==> src/rtl/ks_pkg.sv <==
// Shared Kogge-Stone helpers: bit-level propagate/generate and the prefix black cell.
// Intended for reuse by the combinational adder and the pipelined subtractor.
package ks_pkg;

  localparam int KS_MAX_WIDTH = 64;

  // Subtract form: operand b is inverted, so G = a & ~b, P = a ^ ~b. Returns {G,P}.
  function automatic logic [1:0] pg_init(input logic a, input logic b);
    return {a & ~b, a ^ ~b};
  endfunction

  function automatic logic [1:0] pg_black(input logic g_hi, input logic p_hi,
                                          input logic g_lo, input logic p_lo);
    return {g_hi | (p_hi & g_lo), p_hi & p_lo};
  endfunction

endpackage

==> src/rtl/ks_prefix_stage.sv <==
// One registered Kogge-Stone prefix level; sideband bits (P0, carry-in, signs) ride along.
// Every register holds when en is low, so the whole pipe stalls as one.
module ks_prefix_stage
  import ks_pkg::*;
#(
  parameter int WIDTH  = 16,
  parameter int SPAN   = 1,
  parameter int SIDE_W = 1
) (
  input  logic              clk,
  input  logic              rst_n,
  input  logic              en,
  input  logic              valid_in,
  input  logic [WIDTH-1:0]  g_in,
  input  logic [WIDTH-1:0]  p_in,
  input  logic [SIDE_W-1:0] side_in,
  output logic              valid_out,
  output logic [WIDTH-1:0]  g_out,
  output logic [WIDTH-1:0]  p_out,
  output logic [SIDE_W-1:0] side_out
);

  logic [WIDTH-1:0]  g_d, p_d;
  logic [WIDTH-1:0]  g_q, p_q;
  logic [SIDE_W-1:0] side_q;
  logic              valid_q;

  // Bits below SPAN have no partner this level and pass straight through.
  for (genvar i = 0; i < WIDTH; i++) begin : g_bit
    if (i >= SPAN) begin : g_black
      assign {g_d[i], p_d[i]} = pg_black(g_in[i], p_in[i], g_in[i-SPAN], p_in[i-SPAN]);
    end else begin : g_pass
      assign {g_d[i], p_d[i]} = {g_in[i], p_in[i]};
    end
  end

  always_ff @(posedge clk or negedge rst_n) begin
    if (!rst_n) begin
      valid_q <= 1'b0;
      g_q     <= '0;
      p_q     <= '0;
      side_q  <= '0;
    end else if (en) begin
      valid_q <= valid_in;
      g_q     <= g_d;
      p_q     <= p_d;
      side_q  <= side_in;
    end
  end

  assign valid_out = valid_q;
  assign g_out     = g_q;
  assign p_out     = p_q;
  assign side_out  = side_q;

endmodule

==> src/rtl/ks_sub_pipe_16bit.sv <==
// Pipelined Kogge-Stone subtractor Y = A - B - BIN: PG input stage, one register per
// prefix level, final level + sum registered at the output. Whole-pipe stall on backpressure.
module ks_sub_pipe_16bit
  import ks_pkg::*;
#(
  parameter int WIDTH = 16
) (
  input  logic             clk,
  input  logic             rst_n,
  input  logic             in_valid,
  output logic             in_ready,
  input  logic [WIDTH-1:0] A,
  input  logic [WIDTH-1:0] B,
  input  logic             BIN,
  output logic             out_valid,
  input  logic             out_ready,
  output logic [WIDTH-1:0] Y,
  output logic             BOUT,
  output logic             OVF
);

  localparam int LEVELS     = $clog2(WIDTH);
  localparam int SIDE_W     = WIDTH + 3;
  localparam int FINAL_SPAN = 1 << (LEVELS - 1);

  logic adv;

  logic [WIDTH-1:0]  s0_g_d, s0_p_d;
  logic [SIDE_W-1:0] s0_side_d;
  logic              s0_valid_q;
  logic [WIDTH-1:0]  s0_g_q, s0_p_q;
  logic [SIDE_W-1:0] s0_side_q;

  logic [LEVELS-1:0]             valid_s;
  logic [LEVELS-1:0][WIDTH-1:0]  g_s, p_s;
  logic [LEVELS-1:0][SIDE_W-1:0] side_s;

  logic [WIDTH-1:0] gf_d, pf_d, p0_f, carry_d, y_d;
  logic             cin_f, a_msb_f, b_msb_f, bout_d, ovf_d;

  logic             out_valid_q, bout_q, ovf_q;
  logic [WIDTH-1:0] y_q;

  assign adv      = ~out_valid_q | out_ready;
  assign in_ready = adv;

  // Sideband layout: {B msb, A msb, carry-in (~BIN), P0}.
  always_comb begin
    s0_g_d = '0;
    s0_p_d = '0;
    for (int i = 0; i < WIDTH; i++) begin
      {s0_g_d[i], s0_p_d[i]} = pg_init(A[i], B[i]);
    end
    s0_side_d = {B[WIDTH-1], A[WIDTH-1], ~BIN, s0_p_d};
  end

  always_ff @(posedge clk or negedge rst_n) begin
    if (!rst_n) begin
      s0_valid_q <= 1'b0;
      s0_g_q     <= '0;
      s0_p_q     <= '0;
      s0_side_q  <= '0;
    end else if (adv) begin
      s0_valid_q <= in_valid;
      s0_g_q     <= s0_g_d;
      s0_p_q     <= s0_p_d;
      s0_side_q  <= s0_side_d;
    end
  end

  assign valid_s[0] = s0_valid_q;
  assign g_s[0]     = s0_g_q;
  assign p_s[0]     = s0_p_q;
  assign side_s[0]  = s0_side_q;

  for (genvar k = 1; k < LEVELS; k++) begin : g_level
    ks_prefix_stage #(
      .WIDTH  (WIDTH),
      .SPAN   (1 << (k - 1)),
      .SIDE_W (SIDE_W)
    ) u_stage (
      .clk       (clk),
      .rst_n     (rst_n),
      .en        (adv),
      .valid_in  (valid_s[k-1]),
      .g_in      (g_s[k-1]),
      .p_in      (p_s[k-1]),
      .side_in   (side_s[k-1]),
      .valid_out (valid_s[k]),
      .g_out     (g_s[k]),
      .p_out     (p_s[k]),
      .side_out  (side_s[k])
    );
  end

  // Last prefix level is folded into the output stage together with the sum.
  for (genvar i = 0; i < WIDTH; i++) begin : g_final
    if (i >= FINAL_SPAN) begin : g_black
      assign {gf_d[i], pf_d[i]} = pg_black(g_s[LEVELS-1][i], p_s[LEVELS-1][i],
                                           g_s[LEVELS-1][i-FINAL_SPAN],
                                           p_s[LEVELS-1][i-FINAL_SPAN]);
    end else begin : g_pass
      assign {gf_d[i], pf_d[i]} = {g_s[LEVELS-1][i], p_s[LEVELS-1][i]};
    end
  end

  assign p0_f    = side_s[LEVELS-1][WIDTH-1:0];
  assign cin_f   = side_s[LEVELS-1][WIDTH];
  assign a_msb_f = side_s[LEVELS-1][WIDTH+1];
  assign b_msb_f = side_s[LEVELS-1][WIDTH+2];

  always_comb begin
    carry_d = {gf_d[WIDTH-2:0] | (pf_d[WIDTH-2:0] & {(WIDTH-1){cin_f}}), cin_f};
    y_d     = p0_f ^ carry_d;
    bout_d  = ~(gf_d[WIDTH-1] | (pf_d[WIDTH-1] & cin_f));
    ovf_d   = (a_msb_f ^ b_msb_f) & (y_d[WIDTH-1] ^ a_msb_f);
  end

  always_ff @(posedge clk or negedge rst_n) begin
    if (!rst_n) begin
      out_valid_q <= 1'b0;
      y_q         <= '0;
      bout_q      <= 1'b0;
      ovf_q       <= 1'b0;
    end else if (adv) begin
      out_valid_q <= valid_s[LEVELS-1];
      y_q         <= y_d;
      bout_q      <= bout_d;
      ovf_q       <= ovf_d;
    end
  end

  assign out_valid = out_valid_q;
  assign Y         = y_q;
  assign BOUT      = bout_q;
  assign OVF       = ovf_q;

endmodule
==> config.mk <==
export PLATFORM = sky130hd
export DESIGN_NAME = ks_sub_pipe_16bit
export DESIGN_NICKNAME = d
export VERILOG_FILES = /design/src/rtl/ks_pkg.sv /design/src/rtl/ks_prefix_stage.sv /design/src/rtl/ks_sub_pipe_16bit.sv
export SDC_FILE = /design/constraint.sdc
export NUM_CORES = 1
export LEC_CHECK = 0
export BUFFER_PORTS_ARGS = -buffer_cell sky130_fd_sc_hd__buf_2
export CORE_MARGIN = 5
export CORE_UTILIZATION = 35
export CTS_BUF_LIST = sky130_fd_sc_hd__clkbuf_4 sky130_fd_sc_hd__clkbuf_8 sky130_fd_sc_hd__clkbuf_16
export DETAILED_ROUTE_END_ITERATION = 6
export PLACE_DENSITY = 0.64
export REMOVE_ABC_BUFFERS = 1
export SYNTH_ARGS = -nofsm -noshare
export SYNTH_HDL_FRONTEND = slang
export SYNTH_SLANG_ARGS = --single-unit
==> constraint.sdc <==
create_clock -name clk -period 1.29 [get_ports clk]
set_input_delay 0.258 -clock clk [delete_from_list [all_inputs] [get_ports clk]]
set_output_delay 0.258 -clock clk [all_outputs]
set_load 0.01 [all_outputs]
==> results_dict.tcl, run 1 <==
set metrics [dict create \
    outcome "finished, violations left" \
    violations_in_the_final_reports "setup timing" \
    first_global_vias 6292 \
    globalplace.congestion 0.804 \
    rrSetupSlack_ns -0.16 \
    crit_required_ns 1.03 \
    placement.io_buffers 56 \
    area_growth_from_synthesis_to_final_layout_pct 25.6 \
    tritoncts.num_buffers 22 \
    detailed_place.area_um2 9320 \
    drt_iter0_drc 441 \
    largest_net_degree_at_the_start_of_global_routing 68 \
    final_max_slew_viol_count 0 \
    power_density_nw_per_um2 2330 \
    worst_setup_path_startpoint "out_valid" \
    ant_nets 0 \
    drcViolationCount 0 \
    drv.max_cap_violation_count 0 \
    finalHoldViolCount 0 \
    worstPathArrival_ns 1.19 \
    yosysWarningCount 0 \
    num-nets-final 1076 \
    cp-end-kind "primary output" \
    grt_setup_unrepaired "true" \
    dr.pass1.iters 5 \
    timing.critical_path.from_type "flip-flop" \
    p_sw_mw 8.11 \
    post_route_cells_drive_above_1_share 0.166 \
    grt_antenna_before_repair 0 \
    max_clock_freq_ghz 0.689 \
    synth.ff_latch_count 208 \
    min_period_ns 1.45 \
    diode_insertion_count_for_antenna_repair 0 \
    internal_power_mw 16.6 \
    final.fill_count 2285 \
    initial_core_util 0.357 \
    final_min_period_over_clock_period 1.13 \
    synth.cells.most_frequent "449 x sky130_fd_sc_hd__nand2_1, 208 x sky130_fd_sc_hd__dfrtp_1, 58 x sky130_fd_sc_hd__a21oi_1, 51 x sky130_fd_sc_hd__o21ai_0, 41 x sky130_fd_sc_hd__nand3_1" \
    peakVddDrop_mv 1.10 \
    skew_ns 0.0124 \
    layout.area.seq_um2 5210 \
    tritoncts "done" \
    fin_ws_ns -0.162 \
    avgSynthCellArea_um2 9.06 \
    critical_path.reg2reg.startpoint "g_level[3].u_stage.p_out[14]" \
    endpoint "in_ready" \
    synth.top_cell.area_share 0.617 \
    die_w_um 165 \
    slew-limit-headroom 0.760 \
    insertion_delay_ns 0.50 \
    worst-slew-pin-transition_ns 0.360 \
    core_area_um2 23600 \
    design_area_um2 10600 \
    clock_power_share 0.273 \
    die_area_um2 27300 \
    synth_edf_count 0 \
    synthCells 931 \
    clk_transition_reported_paths_ns 0.06 \
    final_hpwl_dp_um 11800 \
    p_comb_frac 0.283 \
    cp_class "flip-flop to primary output" \
    post-synth-top-count-cell "sky130_fd_sc_hd__nand2_1" \
    synth.area.top_cells "sky130_fd_sc_hd__dfrtp_1 62%, sky130_fd_sc_hd__nand2_1 20%, sky130_fd_sc_hd__a21oi_1 3.4%, sky130_fd_sc_hd__o21ai_0 3.0%, sky130_fd_sc_hd__ha_1 2.5%" \
    vias_per_cell 4.61 \
    power_leakage_nw 5.47 \
    grt_pass1_wl_um 31900 \
    cts_sinks 208 \
    grt.overflow.total 0 \
    pin_count 57 \
    p_seq_frac 0.444 \
    r2r-end "OVF" \
    synth.lib_cells_used.distinct 23 \
    drt_wl_total_um 18200 \
    die_y_um 165 \
    num_vias 6252 \
    routedWlPerCell_um 13.4 \
    crit_path_max_fanout 2 \
    cts-root-buf "sky130_fd_sc_hd__clkbuf_16" \
    worst_hold_path.num_cells 3 \
    multiInputGateArea_um2 3040 \
    hold_path_class "input pin to flip-flop" \
    synth_top_cell_by_area "sky130_fd_sc_hd__dfrtp_1" \
    predominant_post_synthesis_flop_cell "sky130_fd_sc_hd__dfrtp_1" \
    grt_util_all_layers 0.141 \
    setup_viols_final 94 \
    cts.htree.levels 1 \
    sw_frac_of_total 0.329 \
    sequential_cell_area_fraction_in_the_yosys_report 0.617 \
    async_set_reset_flop_share_out_of_synthesis 1.00 \
    post_synth_instance_area_um2 8430 \
    cts_max_path_buffers 3 \
    worstRegToRegCells 5 \
    rows 56 \
    pre_cts_ws_ns -0.162 \
]
[sequential cells by signal (all words and copies together), names as in the netlist]
signal and flops:
OVF 1, Y 16, g_level.u_stage.valid_out 3, g_level.u_stage.g_out 48, s0_p_q 15, out_valid 1
BOUT 1, s0_g_q 16, s0_side_q 4, s0_valid_q 1, g_level.u_stage.side_out 57, g_level.u_stage.p_out 45
[metal layers]
metal / vias up / routed length (um) / global-route usage
li1: 3150 / - / -
met1: 2992 / 8720 / 0.201
met2: 89 / 8550 / 0.228
met3: 21 / 689 / 0.0243
met4: 0 / 241 / 0.0310
met5: - / 0 / 0
[worst max-delay path: stages (launching register included)]
cell	delay (ns)
sky130_fd_sc_hd__dfrtp_1	0.34
sky130_fd_sc_hd__nor2b_4	0.21
sky130_fd_sc_hd__inv_8	0.05
sky130_fd_sc_hd__buf_6	0.11
[cells by family (layout without fill, tap and decap cells)]
logic type               after synthesis  count (layout)  synth area share
flip-flops                           208             208             0.617
XOR/XNOR                              14              14            0.0145
AND/OR/NAND/NOR                      509             509             0.237
adder cells (fa/ha/maj)               17              17            0.0252
buffers and inverters                 65             172            0.0323
AO/OA/AOI/OAI                        118             118            0.0742
[layout by cell type (no fill, tap or decap), types with 2 or more instances in the layout]
master | Yosys | final
sky130_fd_sc_hd__clkinv_2 | 0 | 2
sky130_fd_sc_hd__xor2_1 | 8 | 8
sky130_fd_sc_hd__buf_12 | 0 | 11
sky130_fd_sc_hd__clkbuf_16 | 0 | 23
sky130_fd_sc_hd__buf_2 | 17 | 44
sky130_fd_sc_hd__buf_16 | 0 | 3
sky130_fd_sc_hd__dfrtp_1 | 208 | 207
sky130_fd_sc_hd__nor2_1 | 12 | 12
sky130_fd_sc_hd__buf_4 | 0 | 29
sky130_fd_sc_hd__clkbuf_8 | 0 | 9
sky130_fd_sc_hd__xnor2_1 | 6 | 4
sky130_fd_sc_hd__o21ai_0 | 51 | 50
sky130_fd_sc_hd__bufbuf_16 | 0 | 2
sky130_fd_sc_hd__buf_6 | 1 | 18
sky130_fd_sc_hd__xnor2_2 | 0 | 2
sky130_fd_sc_hd__clkbuf_4 | 0 | 4
sky130_fd_sc_hd__nand2_1 | 449 | 449
sky130_fd_sc_hd__a21oi_1 | 58 | 52
sky130_fd_sc_hd__nand3_1 | 41 | 41
sky130_fd_sc_hd__inv_1 | 17 | 17
sky130_fd_sc_hd__nor2b_1 | 3 | 2
sky130_fd_sc_hd__ha_1 | 17 | 17
sky130_fd_sc_hd__dlygate4sd3_1 | 0 | 4
sky130_fd_sc_hd__a21o_2 | 6 | 5
sky130_fd_sc_hd__bufinv_16 | 0 | 2
sky130_fd_sc_hd__a21oi_2 | 0 | 5
[worst min-delay path by stage]
stage	start	end	slack, ns
floorplan	rst_n	BOUT	-0.04
global placement	rst_n	s0_valid_q	0.11
detailed placement	rst_n	g_level[2].u_stage.valid_out	0.11
CTS	B[15]	s0_side_q[18]	0.03
global route	B[15]	s0_side_q[18]	0.06
finish	B[15]	s0_side_q[18]	0.05
[through the flow]
step / cells / utilization / hold slack [ns] / power [mW] / TNS, ns
after floorplan: 884 / - / -0.0376 / 11.0 / -2314.22
after global placement: 1294 / 0.395 / 0.114 / 16.8 / -0.303
after detailed placement: 1294 / 0.395 / 0.115 / 17.0 / -0.539
after CTS: 1354 / 0.444 / 0.0340 / 24.7 / -3.06
after global routing: 1357 / 0.449 / 0.0562 / 26.5 / -14.97
final: 1357 / 0.449 / 0.0453 / 24.7 / -2.77
[area by class of cell]
type | instances | share of cell area
Multi-Input combinational cell | 658 | 0.287
Timing Repair inverter | 1 | 0.000590
Timing Repair Buffer | 113 | 0.102
Clock buffer | 35 | 0.0675
Sequential cell | 208 | 0.491
Inverter | 18 | 0.00709
Tap cell | 319 | 0.0377
Clock inverter | 5 | 0.00732
[power by group through the flow]
| stage | Sequential, mW | Clock (mW) | Combinational (mW) |
|---|---|---|---|
| floorplan | 9.01 | 0 | 1.99 |
| global placement | 11.0 | 0 | 5.79 |
| detailed placement | 11.0 | 0 | 5.97 |
| CTS | 11.0 | 6.89 | 6.87 |
| global route | 11.3 | 7.18 | 8.05 |
| finish | 11.0 | 6.73 | 6.99 |
[repair_timing]
action                                 CTS  global route
hold buffers                             4             0
endpoints found under the hold margin  211             0
cloned                                   5             0
setup endpoints to repair               34           223
gates resized for setup                 35            15
setup buffers                           12             3
pin swaps                                4             2
No activity file was read; power rests on OpenSTA's default activity.
==> run 2, diff against run 1 <==
--- a/config.mk
+++ b/config.mk
@@ -10,7 +10,8 @@
 export CORE_UTILIZATION = 35
 export CTS_BUF_LIST = sky130_fd_sc_hd__clkbuf_4 sky130_fd_sc_hd__clkbuf_8 sky130_fd_sc_hd__clkbuf_16
 export DETAILED_ROUTE_END_ITERATION = 6
-export PLACE_DENSITY = 0.64
+export HOLD_SLACK_MARGIN = 0.12
+export PLACE_DENSITY = 0.62
 export REMOVE_ABC_BUFFERS = 1
 export SYNTH_ARGS = -nofsm -noshare
 export SYNTH_HDL_FRONTEND = slang
==> constraint.sdc (replaced) <==
create_clock -name clk -period 1.5 [get_ports clk]
set_input_delay 0.3 -clock clk [delete_from_list [all_inputs] [get_ports clk]]
set_output_delay 0.3 -clock clk [all_outputs]
set_load 0.01 [all_outputs]
==> run 2 against run 1 <==
Effect of this change:
- the run now ends clean
- clock power is 22% lower
- non-clock buffer count shrank 18
- global-route usage down 0.76 points
- via count is 1.5% lower
- wire length shrank 2.1%
==> results_dict.tcl, run 2 (synthesis results as in run 1) <==
set metrics [dict create \
    cts_sinks 208 \
    gr-usage-met1 0.187 \
    detailed_place.area_um2 9280 \
    cts_max_path_buffers 3 \
    tritoncts.num_buffers 21 \
    grt_setup_unrepaired "true" \
    diode_insertion_count_for_antenna_repair 0 \
    post_route_cells_drive_above_1_share 0.132 \
    finalHoldViolCount 0 \
    grt_util_all_layers 0.134 \
    largest_net_degree_at_the_start_of_global_routing 60 \
    skew_ns 0.00624 \
    grt.overflow.total 0 \
    insertion_delay_ns 0.49 \
    timing.critical_path.from_type "flip-flop" \
    groute.layer.met2.usage 0.221 \
    placement.io_buffers 56 \
    pre_cts_ws_ns -0.0156 \
    final_max_slew_viol_count 0 \
    die_w_um 165 \
    power_leakage_nw 5.26 \
    first_global_vias 6190 \
    numPlacedInstances 1282 \
    finish.utilization 0.431 \
    final_hpwl_dp_um 11900 \
    grt_pass1_wl_um 30400 \
    num-nets-final 1056 \
    drcViolationCount 0 \
    cp_class "flip-flop to primary output" \
    layout_commonest_cell "sky130_fd_sc_hd__nand2_1" \
    p_seq_frac 0.476 \
    setup_tns_ns 0 \
    area_growth_from_synthesis_to_final_layout_pct 20.7 \
    drv.max_cap_violation_count 0 \
    power_density_nw_per_um2 1940 \
    clock_power_share 0.266 \
    dr.pass1.iters 4 \
    peakVddDrop_mv 0.768 \
    p_comb_frac 0.258 \
    slew-limit-headroom 0.672 \
    globalplace.congestion 0.777 \
    drt_iter0_drc 332 \
    hold_path_class "input pin to flip-flop" \
    cp-end-kind "primary output" \
    grt_antenna_before_repair 0 \
    routedWlPerCell_um 13.3 \
    fin_ws_ns 0.0117 \
    drt_wl_total_um 17800 \
    cts-root-buf "sky130_fd_sc_hd__clkbuf_16" \
    rrSetupSlack_ns 0.04 \
    largest_register_ffs 57 \
    final_cell_mix "449 x sky130_fd_sc_hd__nand2_1, 208 x sky130_fd_sc_hd__dfrtp_1, 56 x sky130_fd_sc_hd__a21oi_1" \
    setup_viols_final 0 \
    final.fill_count 2346 \
    worstPathArrival_ns 1.19 \
    worstRegToRegCells 4 \
    worst-slew-pin-transition_ns 0.492 \
    sw_frac_of_total 0.340 \
    crit_required_ns 1.20 \
    initial_core_util 0.357 \
    final_min_period_over_clock_period 0.992 \
    rows 56 \
    die_area_um2 27300 \
    worst_hold_path.num_cells 4 \
    pin_count 57 \
    busiest_layer "met2" \
    internal_power_mw 13.0 \
    min_period_ns 1.49 \
    p_sw_mw 6.69 \
    ant_nets 0 \
    die_y_um 165 \
    cts.htree.levels 1 \
    outcome "finished, final reports clean" \
    max_clock_freq_ghz 0.672 \
    vias_per_cell 4.61 \
    num_vias 6156 \
    clk_transition_reported_paths_ns 0.06 \
    min_from "A[0]" \
    min_to "s0_p_q[0]" \
    grt_use_met3 0.0206 \
    crit_path_max_fanout 2 \
    core_area_um2 23600 \
    tritoncts "done" \
    finish.cell_count_without_fillers 1336 \
    r2r-end "OVF" \
    design_area_um2 10200 \
    critical_path.reg2reg.startpoint "g_level[3].u_stage.g_out[6]" \
]
==> run 2: power by group through the flow <==
stage	registers (mW)	clock network, mW	logic [mW]
floorplan	7.93	0	1.92
global placement	9.42	0	4.89
detailed placement	9.49	0	5.03
CTS	9.40	5.39	5.11
global route	9.68	5.59	5.89
finish	9.38	5.24	5.08
==> run 2: what timing repair did <==
action	in CTS	in global routing
pin swaps	0	2
endpoints found under the hold margin	52	0
cloned	0	1
gates resized for setup	3	3
setup endpoints to repair	2	6
hold buffers	13	0
buffers inserted	2	0
==> run 2: routing by layer <==
metal	wire, um	part of all wire
met1	8380	0.47
met2	8560	0.48
met3	636	0.036
met4	240	0.013
met5	0	0
==> run 2: how the worst max path moves through the flow <==
stage                     slack (ns)        to  cells past startpoint                         start
after global routing           -0.06  in_ready                      3                     out_valid
after CTS                      -0.01  in_ready                      3                     out_valid
after global placement          0.04       OVF                      4  g_level[3].u_stage.p_out[14]
after floorplan               -12.10       OVF                      4                     out_valid
final                           0.01  in_ready                      3                     out_valid
after detailed placement       -0.02       OVF                      4  g_level[3].u_stage.p_out[14]
==> run 2: area by class of cell <==
| cell class | count | area [um2] | area share |
|---|---|---|---|
| Sequential cell | 208 | 5200 | 0.511 |
| Multi-Input combinational cell | 658 | 2980 | 0.293 |
| Timing Repair Buffer | 95 | 821 | 0.0806 |
| Clock buffer | 32 | 639 | 0.0628 |
| Tap cell | 319 | 399 | 0.0392 |
| Inverter | 18 | 72.6 | 0.00713 |
| Clock inverter | 6 | 61.3 | 0.00602 |
==> run 2: worst max-delay path, stage by stage (launching register included) <==
cell and delay [ns]:
sky130_fd_sc_hd__dfrtp_1 0.34, sky130_fd_sc_hd__nor2b_4 0.20, sky130_fd_sc_hd__inv_6 0.05, sky130_fd_sc_hd__buf_6 0.11
==> run 2: stage by stage <==
stage,power [mW],hold WS (ns)
CTS,19.9,0.124
global placement,14.3,0.302
global route,21.2,0.161
detailed placement,14.5,0.303
finish,19.7,0.141
floorplan,9.85,0.00441
==> run 3, diff against run 2 <==
--- a/config.mk
+++ b/config.mk
@@ -5,7 +5,7 @@
 export SDC_FILE = /design/constraint.sdc
 export NUM_CORES = 1
 export LEC_CHECK = 0
-export BUFFER_PORTS_ARGS = -buffer_cell sky130_fd_sc_hd__buf_2
+export BUFFER_PORTS_ARGS = -buffer_cell sky130_fd_sc_hd__buf_4
 export CORE_MARGIN = 5
 export CORE_UTILIZATION = 35
 export CTS_BUF_LIST = sky130_fd_sc_hd__clkbuf_4 sky130_fd_sc_hd__clkbuf_8 sky130_fd_sc_hd__clkbuf_16
==> run 3 against run 2 <==
Effect of this change:
- global-route usage about the same
- critical path depth unchanged
- critical path type unchanged
- critical endpoint unchanged
- worst hold slack worse by 0.0062 ns
- setup slack better by 0.016 ns
- final cell count unchanged
- sequential share of layout area down 0.53 points
- sequential power up 0.5%
==> results_dict.tcl, run 3 (synthesis results as in run 1) <==
set metrics [dict create \
    num_vias 6005 \
    first_global_vias 6042 \
    grt_antenna_before_repair 0 \
    peakVddDrop_mv 0.801 \
    final_hpwl_dp_um 12000 \
    num-nets-final 1058 \
    grt_setup_unrepaired "true" \
    clock_power_share 0.264 \
    finalHoldViolCount 0 \
    largest_net_degree_at_the_start_of_global_routing 64 \
    path_delay_family "flip-flops" \
    ant_nets 0 \
    final_cell_mix "449 x sky130_fd_sc_hd__nand2_1, 208 x sky130_fd_sc_hd__dfrtp_1, 65 x sky130_fd_sc_hd__buf_4" \
    diode_insertion_count_for_antenna_repair 0 \
    die_area_um2 27300 \
    outcome "finished, final reports clean" \
    p_comb_frac 0.261 \
    path_buf_inv 2 \
    core_area_um2 23600 \
    cts.htree.levels 1 \
    final.fill_count 2340 \
    pin_count 57 \
    power_density_nw_per_um2 1930 \
    max_clock_freq_ghz 0.679 \
    crit_required_ns 1.20 \
    worst-slew-pin-transition_ns 0.316 \
    hold_path_class "input pin to flip-flop" \
    finish.utilization 0.436 \
    cp_class "flip-flop to primary output" \
    cp_slowest_stage_delay_ns 0.34 \
    largest_register_ffs 57 \
    cts_sinks 208 \
    min_period_ns 1.47 \
    vias_per_cell 4.49 \
    skew_ns 0.0144 \
    crit_path_max_fanout 2 \
    final_max_slew_viol_count 0 \
    worstPathArrival_ns 1.17 \
    timing.critical_path.from_type "flip-flop" \
    grt_util_all_layers 0.133 \
    tritoncts "done" \
    drcViolationCount 0 \
    layout.area.seq_um2 5200 \
    grt_pass1_wl_um 30300 \
    placement.io_buffers 56 \
    cp-end-kind "primary output" \
    tritoncts.num_buffers 23 \
    p_sw_mw 6.65 \
    post_route_cells_drive_above_1_share 0.132 \
    routedWlPerCell_um 13.1 \
    setup_viols_final 0 \
    layout_commonest_cell "sky130_fd_sc_hd__nand2_1" \
    drt_iter0_drc 332 \
    timing.critical_path.cells "nor2b_4 -> inv_6 -> buf_6" \
    die_y_um 165 \
    die_w_um 165 \
    critical_path.slowest_cell "sky130_fd_sc_hd__dfrtp_1" \
    area_growth_from_synthesis_to_final_layout_pct 21.9 \
    dr.pass1.iters 4 \
    power_leakage_nw 5.30 \
    design_area_um2 10300 \
    p_seq_frac 0.476 \
    slew-limit-headroom 0.789 \
    clk_transition_reported_paths_ns 0.06 \
    initial_core_util 0.357 \
    sw_frac_of_total 0.336 \
    cts_max_path_buffers 3 \
    cts-root-buf "sky130_fd_sc_hd__clkbuf_16" \
    final_min_period_over_clock_period 0.981 \
    detailed_place.area_um2 9430 \
    drv.max_cap_violation_count 0 \
    rows 56 \
    drt_wl_total_um 17400 \
    insertion_delay_ns 0.50 \
    grt.overflow.total 0 \
    multiInputGateArea_um2 2970 \
    globalplace.congestion 0.775 \
    internal_power_mw 13.2 \
]
==> run 3: routing by layer <==
layer  global-route usage  vias to the layer above  part of all wire
li1                     -                     3112                 -
met1                0.197                     2788              0.49
met2                0.205                       77              0.45
met3               0.0189                       28             0.037
met4               0.0393                        0             0.022
met5                    0                        -                 0
==> run 3: timing repair <==
| item | in CTS | in global routing |
|---|---|---|
| hold buffers | 12 | 0 |
| endpoints found under the setup margin | 1 | 4 |
| pin swaps | 0 | 1 |
| hold endpoints to repair | 220 | 0 |
| resized for setup | 2 | 3 |
| setup buffers | 2 | 0 |
==> run 3: tightest hold or removal path, stage by stage <==
cell and delay [ns]:
sky130_fd_sc_hd__buf_4 0.08, sky130_fd_sc_hd__ha_1 0.12, sky130_fd_sc_hd__nand2_1 0.04, sky130_fd_sc_hd__nand2_1 0.05
==> run 3: layout make-up <==
class                           instances  area share
Sequential cell                       208       0.506
Multi-Input combinational cell        658       0.289
Timing Repair Buffer                   95      0.0910
Clock buffer                           33      0.0657
Tap cell                              319      0.0388
Inverter                               18     0.00706
Clock inverter                          5     0.00280
==> run 3: final timing paths <==
check | slack, ns | startpoint | endpoint | cells after the start
worst max-delay path | 0.03 | out_valid | in_ready | 3
worst min-delay path | 0.13 | A[3] | s0_p_q[3] | 4
worst max register to register | 0.07 | g_level[3].u_stage.g_out[6] | OVF | 4
worst min register to register | 0.45 | g_level[3].u_stage.g_out[15] | BOUT | 1
max in group asynchronous | 0.64 | rst_n | s0_p_q[7] | 3
min in group asynchronous | 0.29 | rst_n | g_level[2].u_stage.side_out[13] | 2
==> run 3: per-stage QoR <==
| step | TNS, ns | total power [mW] | setup slack, ns | cells | hold slack (ns) |
|---|---|---|---|---|---|
| final | 0 | 19.8 | 0.0282 | 1336 | 0.135 |
| after global routing | -0.0323 | 21.3 | -0.0323 | 1336 | 0.139 |
| after CTS | 0 | 20.1 | 0.00407 | 1336 | 0.126 |
| after detailed placement | 0 | 14.8 | 0.0242 | 1284 | 0.239 |
| after global placement | 0 | 14.6 | 0.0314 | 1284 | 0.236 |
| after floorplan | -2270.37 | 9.85 | -12.10 | 884 | 0.00441 |
==> run 3: power groups by stage <==
stage	Sequential, mW	Combinational, mW	Clock, mW
2_1_floorplan	7.93	1.92	0
3_3_place_gp	9.48	5.07	0
3_5_place_dp	9.55	5.21	0
4_1_cts	9.46	5.29	5.35
5_1_grt	9.74	6.00	5.61
6_report	9.43	5.17	5.22
